## src/rtl/pipeline_controller.sv

```systemverilog
// Five-stage pipeline sequencer: fill, run, load-use stall, branch flush and drain.
// Stage enables are Moore outputs decoded from the state register and a 2-bit phase counter.
module pipeline_controller #(
    parameter int CNT_WIDTH = 16
) (
    input  logic                 clk,
    input  logic                 reset,
    input  logic                 start,
    input  logic                 halt,
    input  logic                 stall_for_ldr,
    input  logic                 branch_taken,
    input  logic                 clear_stats,
    output logic                 fetch_en,
    output logic                 decode_en,
    output logic                 execute_en,
    output logic                 memory_en,
    output logic                 writeback_en,
    output logic                 execute_bubble,
    output logic                 pc_redirect,
    output logic                 busy,
    output logic [2:0]           state,
    output logic [CNT_WIDTH-1:0] ldr_stall_count,
    output logic [CNT_WIDTH-1:0] flush_count
);

    typedef enum logic [2:0] {
        S_IDLE      = 3'd0,
        S_FILL      = 3'd1,
        S_RUN       = 3'd2,
        S_LDR_STALL = 3'd3,
        S_FLUSH     = 3'd4,
        S_DRAIN     = 3'd5,
        S_HALTED    = 3'd6
    } state_t;

    state_t               state_q, state_d;
    logic [1:0]           phase_q, phase_d;
    logic [CNT_WIDTH-1:0] ldr_cnt_q, ldr_cnt_d;
    logic [CNT_WIDTH-1:0] flush_cnt_q, flush_cnt_d;
    logic                 ldr_inc, flush_inc;

    always_comb begin
        state_d   = state_q;
        phase_d   = phase_q;
        ldr_inc   = 1'b0;
        flush_inc = 1'b0;
        case (state_q)
            S_IDLE, S_HALTED: begin
                if (start) begin
                    state_d = S_FILL;
                    phase_d = 2'd0;
                end
            end
            S_FILL: begin
                // A branch can only resolve once the execute stage holds a real instruction.
                if (branch_taken && phase_q >= 2'd2) begin
                    state_d   = S_FLUSH;
                    phase_d   = 2'd0;
                    flush_inc = 1'b1;
                end else if (halt) begin
                    state_d = S_DRAIN;
                    phase_d = 2'd0;
                end else if (phase_q == 2'd3) begin
                    state_d = S_RUN;
                    phase_d = 2'd0;
                end else begin
                    phase_d = phase_q + 2'd1;
                end
            end
            S_RUN, S_LDR_STALL: begin
                phase_d = 2'd0;
                if (branch_taken) begin
                    state_d   = S_FLUSH;
                    flush_inc = 1'b1;
                end else if (halt) begin
                    state_d = S_DRAIN;
                end else if (stall_for_ldr && state_q == S_RUN) begin
                    // The flag seen during the bubble belongs to the same hazard.
                    state_d = S_LDR_STALL;
                    ldr_inc = 1'b1;
                end else begin
                    state_d = S_RUN;
                end
            end
            S_FLUSH: begin
                if (phase_q == 2'd0) begin
                    phase_d = 2'd1;
                end else begin
                    state_d = S_RUN;
                    phase_d = 2'd0;
                end
            end
            S_DRAIN: begin
                if (phase_q == 2'd3) begin
                    state_d = S_HALTED;
                    phase_d = 2'd0;
                end else begin
                    phase_d = phase_q + 2'd1;
                end
            end
            default: begin
                state_d = S_IDLE;
                phase_d = 2'd0;
            end
        endcase
    end

    // Saturating counters; a clear wins over a same-cycle increment.
    always_comb begin
        ldr_cnt_d   = ldr_cnt_q;
        flush_cnt_d = flush_cnt_q;
        if (clear_stats) begin
            ldr_cnt_d   = '0;
            flush_cnt_d = '0;
        end else begin
            if (ldr_inc && ldr_cnt_q != '1)
                ldr_cnt_d = ldr_cnt_q + CNT_WIDTH'(1);
            if (flush_inc && flush_cnt_q != '1)
                flush_cnt_d = flush_cnt_q + CNT_WIDTH'(1);
        end
    end

    always_ff @(posedge clk or posedge reset) begin
        if (reset) begin
            state_q     <= S_IDLE;
            phase_q     <= 2'd0;
            ldr_cnt_q   <= '0;
            flush_cnt_q <= '0;
        end else begin
            state_q     <= state_d;
            phase_q     <= phase_d;
            ldr_cnt_q   <= ldr_cnt_d;
            flush_cnt_q <= flush_cnt_d;
        end
    end

    always_comb begin
        fetch_en       = 1'b0;
        decode_en      = 1'b0;
        execute_en     = 1'b0;
        memory_en      = 1'b0;
        writeback_en   = 1'b0;
        execute_bubble = 1'b0;
        pc_redirect    = 1'b0;
        busy           = 1'b1;
        case (state_q)
            S_IDLE, S_HALTED: busy = 1'b0;
            S_FILL: begin
                fetch_en   = 1'b1;
                decode_en  = (phase_q >= 2'd1);
                execute_en = (phase_q >= 2'd2);
                memory_en  = (phase_q == 2'd3);
            end
            S_RUN: begin
                fetch_en     = 1'b1;
                decode_en    = 1'b1;
                execute_en   = 1'b1;
                memory_en    = 1'b1;
                writeback_en = 1'b1;
            end
            S_LDR_STALL: begin
                execute_en     = 1'b1;
                memory_en      = 1'b1;
                writeback_en   = 1'b1;
                execute_bubble = 1'b1;
            end
            S_FLUSH: begin
                pc_redirect    = (phase_q == 2'd0);
                fetch_en       = (phase_q == 2'd1);
                execute_en     = 1'b1;
                memory_en      = 1'b1;
                writeback_en   = 1'b1;
                execute_bubble = 1'b1;
            end
            S_DRAIN: begin
                decode_en    = (phase_q < 2'd1);
                execute_en   = (phase_q < 2'd2);
                memory_en    = (phase_q < 2'd3);
                writeback_en = 1'b1;
            end
            default: ;
        endcase
    end

    assign state           = state_q;
    assign ldr_stall_count = ldr_cnt_q;
    assign flush_count     = flush_cnt_q;

endmodule

```

## config.mk

```make
export PLATFORM = sky130hd
export DESIGN_NAME = pipeline_controller
export DESIGN_NICKNAME = d
export VERILOG_FILES = /design/src/rtl/pipeline_controller.sv
export SDC_FILE = /design/constraint.sdc
export NUM_CORES = 1
export LEC_CHECK = 0
export CORE_ASPECT_RATIO = 1.4
export CORE_UTILIZATION = 35
export DETAILED_ROUTE_END_ITERATION = 10
export PLACE_DENSITY_LB_ADDON = 0.15
export SLEW_MARGIN = 10
export SYNTH_ARGS = -nofsm -noshare
export SYNTH_HDL_FRONTEND = slang
export SYNTH_SLANG_ARGS = --single-unit
```

## constraint.sdc

```tcl
create_clock -name clk -period 4.8 [get_ports clk]
set_input_delay 1.44 -clock clk [delete_from_list [all_inputs] [get_ports clk]]
set_output_delay 1.44 -clock clk [all_outputs]
set_load 0.02 [all_outputs]
```

# --- Word level (Yosys, flattened, before mapping) ---
# Index checks and enable logic that the tools add are counted.
classes:
  n_mux: 35
  addsub: 3
  order_cmp: 5
  n_reduce_logical: 15
  n_eq_ne: 14
op_table:
  columns: ["op", "count"]
  rows:
  - ["$mux 16", 4]
  - ["$add 16x1->16 const B", 2]
  - ["$ne 16x16->1 const B", 2]
  - ["$mux 3", 8]
  - ["$pmux 3 s5", 1]
  - ["$mux 1", 12]
  - ["$eq 3x3->1 const B", 3]
  - ["$pmux 1 s3", 3]
  - ["$mux 2", 4]
  - ["$pmux 2 s4", 1]
  - ["$reduce_or 2->1", 4]
  - ["$eq 3x2->1 const B", 2]
  - ["$ne 2x2->1 const B", 3]
  - ["$logic_and 1x1->1", 4]
  - ["$lt 2x2->1 const B", 2]
  - ["$ne 4x4->1 const B", 1]
  - ["$pmux 1 s2", 2]
  - ["$reduce_and 4->1", 1]
  - ["$reduce_bool 2->1", 2]
  - ["$reduce_or 4->1", 1]
  - ["$eq 3x1->1 const B", 1]
  - ["$logic_not 3->1", 1]
  - ["$reduce_or 3->1", 1]
  - ["$add 2x1->2 const B", 1]
  - ["6 further kinds", 6]
word_totals:
  ff_bits: 37
  out_inout_bits: 43
  wordCells: 76
  inputBits: 7

# --- Logic depth before layout (Yosys ltp) ---
depth:
  ltp_word: 9
  depth_mapped: 8
  depth_no_buf: 7

# --- Worst setup path after synthesis ---
# No wires, ideal clock.
synth_path:
  kind: "input to register"
  from: "input port halt"
  to: "register ldr_cnt_q[13] (netlist: ldr_stall_count[13])"
  stages: 6
  t_required_ps: 4668
  t_arrival_ps: 2895
  slack_ps: 1773
  n_path_buf: 1
  cell_sequence: "or4b_4 -> or3_1 -> buf_4 -> a2111oi_4 -> xnor2_1 -> nor2_1"
synth_between:
  elab_chain_len: 5
synth_rtl:
  columns: ["item", "line", "source"]
  rows:
  - ["from (decl)", "9", "input logic halt,"]
  - ["$mux 1", "75", "end else if (halt) begin"]
  - ["$mux 1", "72", "if (branch_taken) begin"]
  - ["$mux 1", "47", "case (state_q)"]
  - ["$logic_and 1x1->1", "116", "if (ldr_inc && ldr_cnt_q != '1)"]
  - ["$reduce_bool 2->1 (no line)", null, null]
  - ["to (signal assigned)", "132", "ldr_cnt_q <= ldr_cnt_d;"]
  - ["to (decl)", "38", "logic [CNT_WIDTH-1:0] ldr_cnt_q, ldr_cnt_d;"]
# No other way between the ends.
# A chain may end at the register's enable or synchronous reset.

# --- Worst setup path after layout ---
layout_path:
  from: "register state_q[0] (netlist: state[0])"
  to: "output port fetch_en"
layout_between:
  elab_chain_len: 3
  word_cells_on_any_way: 5
layout_rtl:
  columns: ["item", "line", "source"]
  rows:
  - ["from (decl)", "36", "state_t state_q, state_d;"]
  - ["from (signal assigned)", "130", "state_q <= state_d;"]
  - ["$eq 3x2->1 or $eq 3x1->1 (tied branches)", "146", "case (state_q)"]
  - ["$reduce_or 2->1 (no line)", null, null]
  - ["$pmux 1 s2 (*)", "146", null]
  - ["to (decl)", "13", "output logic fetch_en,"]
# Mark *: on every way between the ends. The rest lies on a longest branch, timed or not.

==> metrics <==
vias per cell=5.26; Synth top area share=38.7%; Worst Tran Pin Value=651 ps; routed vias=2158; Final Cycle Share=75.1%; sequential share of power=35.7%; core area=0.00661 mm2; Clock Latency Late Sink=290 ps; post-synth top area cell=dfrtp_1; Comb pwr share=45.1%; post-synthesis simple-gate area fraction=28.9%; clk slew on worst S/H paths=70 ps; Synth Area in Adders=4.70%; ys async rst share=100%; crit path DAT=2170 ps; effective utilization at floorplan=36.2%; Hold Buf Count CTS=0; RSZ-0062 raised after global routing=false; Synth Area in Compound Gates=12.0%; num rows=35; Seq/Total Area, Yosys=38.7%; die footprint=0.00718 mm2; Sink Count=37; WL/cell=13.8 um; synthesized area=0.00239 mm2; Die Y=99.9 um; Worst Path Required=3360 ps; Distinct cells, synth=48; # diodes=0; Final Util=46.2%; worst-path maximum fanout=12; Post-Synth XOR/XNOR Area=8.41%; leakage=1.14 nW; Fin Setup TNS=0 ps; CTS Buf Count=5; proportion of synthesized area in mux cells=3.45%; first-pass GRT wire length=9450 um; Initial DRT Pass Iterations=4; switching fraction of total power=39.7%; CP startpoint kind=register; crit path time final=3610 ps; Sw Pwr=434 uW; largest family of logic cells by synthesized area=simple AND/OR/NAND/NOR gates; Tot GR Track Use=16.4%; most frequent cells in the layout=49 x clkdlybuf4s50_1, 38 x nor2_1, 37 x dfrtp_1; Clk pwr share=19.2%; relative slew slack=56.2%; final-report setup violation count=0; Crit. End Element=output pin; Synth Register Bits=37; synthesized net count=286; kind of critical path=register to output pin; Setup Buffers After CTS=0; maximum clock frequency=0.277 GHz; Max Cap Viol=0; via count of the first global-routing pass=2079; I/O Buffers=49; P&R area growth vs syn=27.5%; largest net degree at the start of global routing=38; Routability Congestion=0.803; Avg Cell Area, Syn=8.87 um2; ys flop type=dfrtp_1; Final ANT Viol Nets=0; min-delay worst type=register to register; Mapped Cells=270; Routed WL=5660 um; number of synthesized flops with an enable pin=0; CTS resizes=0; grt ovf=0; DRC Markers=0; PwrDens=358 mW/mm2; I/O pins=50; Hold Vio Cnt, Final=0; commonest non-fill, non-tap cell in the layout=clkdlybuf4s50_1; Slew Viols, Final=0; Max VDD drop=0.000305 V; outcome=finished, final reports clean; antenna violations before repair=0; htree depth=2; Final nets=333; width of the die=71.9 um; Clock Skew=4.01 ps; deepest clock path buffer count=2; top cells by area, synth=dfrtp_1 39%, xnor2_1 7.3%, nor2_1 6.0%; Iter 0 DRT Violations=79; Int Pwr=660 uW; clk root buf=clkbuf_8; Detail Placement HPWL=4050 um; Ys Warns=0; share of layout cells above drive strength 1=5.35%; CTS tree=built
-- final cells by class --
cell class,instances,area [um2]
flip-flops and latches,37,926
inverters,11,41.3
multi-input cells,210,1380
well taps,92,115
clock buffers,8,80.1
repair buffers,52,513
fillers,670,3560
-- worst max-delay path, stage by stage, from the launching register on --
cell and delay [ps]:
dfrtp_1 540, inv_1 250, nand2_1 160, o32ai_1 280, clkdlybuf4s50_1 650
-- synth_stat cells (all sizes together) (2+ instances only) --
master / instances
nor2: 38
dfrtp: 37
xnor2: 20
nand2: 15
nand3: 14
nor4: 12
o21ai: 12
a21oi: 11
inv: 11
ha: 9
clkbuf: 8
nand4: 8
nand2b: 7
nor3: 7
mux2i: 6
and3: 4
buf: 4
o31ai: 4
and4: 3
nor2b: 3
o21a: 3
or2: 3
xor2: 3
a31oi: 2
and2: 2
and4b: 2
mux2: 2
nor3b: 2
nor4b: 2
o211ai: 2
o22ai: 2
or3: 2
-- per-stage QoR --
step	total power, mW	hold slack (ps)	setup WS (ps)	instance area, um2	cells
after global placement	0.889	548	1150	2970	402
after floorplan	0.696	519	1770	2390	270
final	1.09	574	1190	3050	410
after detailed placement	0.890	565	1110	2970	402
after global routing	1.16	603	1070	3050	410
after CTS	1.11	580	1170	3050	410
-- power by group through the flow --
stage,Sequential [mW],Combinational [mW],Clock [mW]
5_1_grt,0.399,0.538,0.226
6_report,0.391,0.494,0.210
4_1_cts,0.393,0.496,0.220
3_3_place_gp,0.399,0.490,0
3_5_place_dp,0.399,0.491,0
2_1_floorplan,0.377,0.319,0
-- flip-flops by register name (all words and copies together) (netlist names) --
| signal | cells |
|---|---|
| state | 3 |
| phase_q | 2 |
| ldr_stall_count | 16 |
| flush_count | 16 |
-- layer usage --
metal | wire length, um | share of wire, % | global-route usage [%] | vias up
li1 | - | - | - | 1052
met1 | 2450 | 43 | 20.1 | 1048
met2 | 2900 | 51 | 28.8 | 53
met3 | 234 | 4.1 | 2.41 | 5
met4 | 79 | 1.4 | 6.18 | 0
met5 | 0 | 0 | 0 | -
-- final timing paths --
check / from / endpoint / slack [ps] / depth (start not counted)
setup / recovery: state[0] / fetch_en / 1190 / 4
hold / removal: flush_count[8] / flush_count[8] / 570 / 2
setup reg to reg: state[2] / ldr_stall_count[13] / 2230 / 7
hold reg to reg: flush_count[8] / flush_count[8] / 570 / 2
max in group asynchronous: reset / flush_count[0] / 2910 / 3
min in group asynchronous: reset / flush_count[8] / 1560 / 3
-- logic make-up (layout without fill, tap and decap cells) --
family	after synthesis	after routing
AO/OA/AOI/OAI	43	43
XOR/XNOR	23	23
adder cells (fa/ha/maj)	9	9
buffers and inverters	23	71
flip-flops	37	37
multiplexers	8	8
AND/OR/NAND/NOR	127	127
No activity file was read; power rests on OpenSTA's default activity.
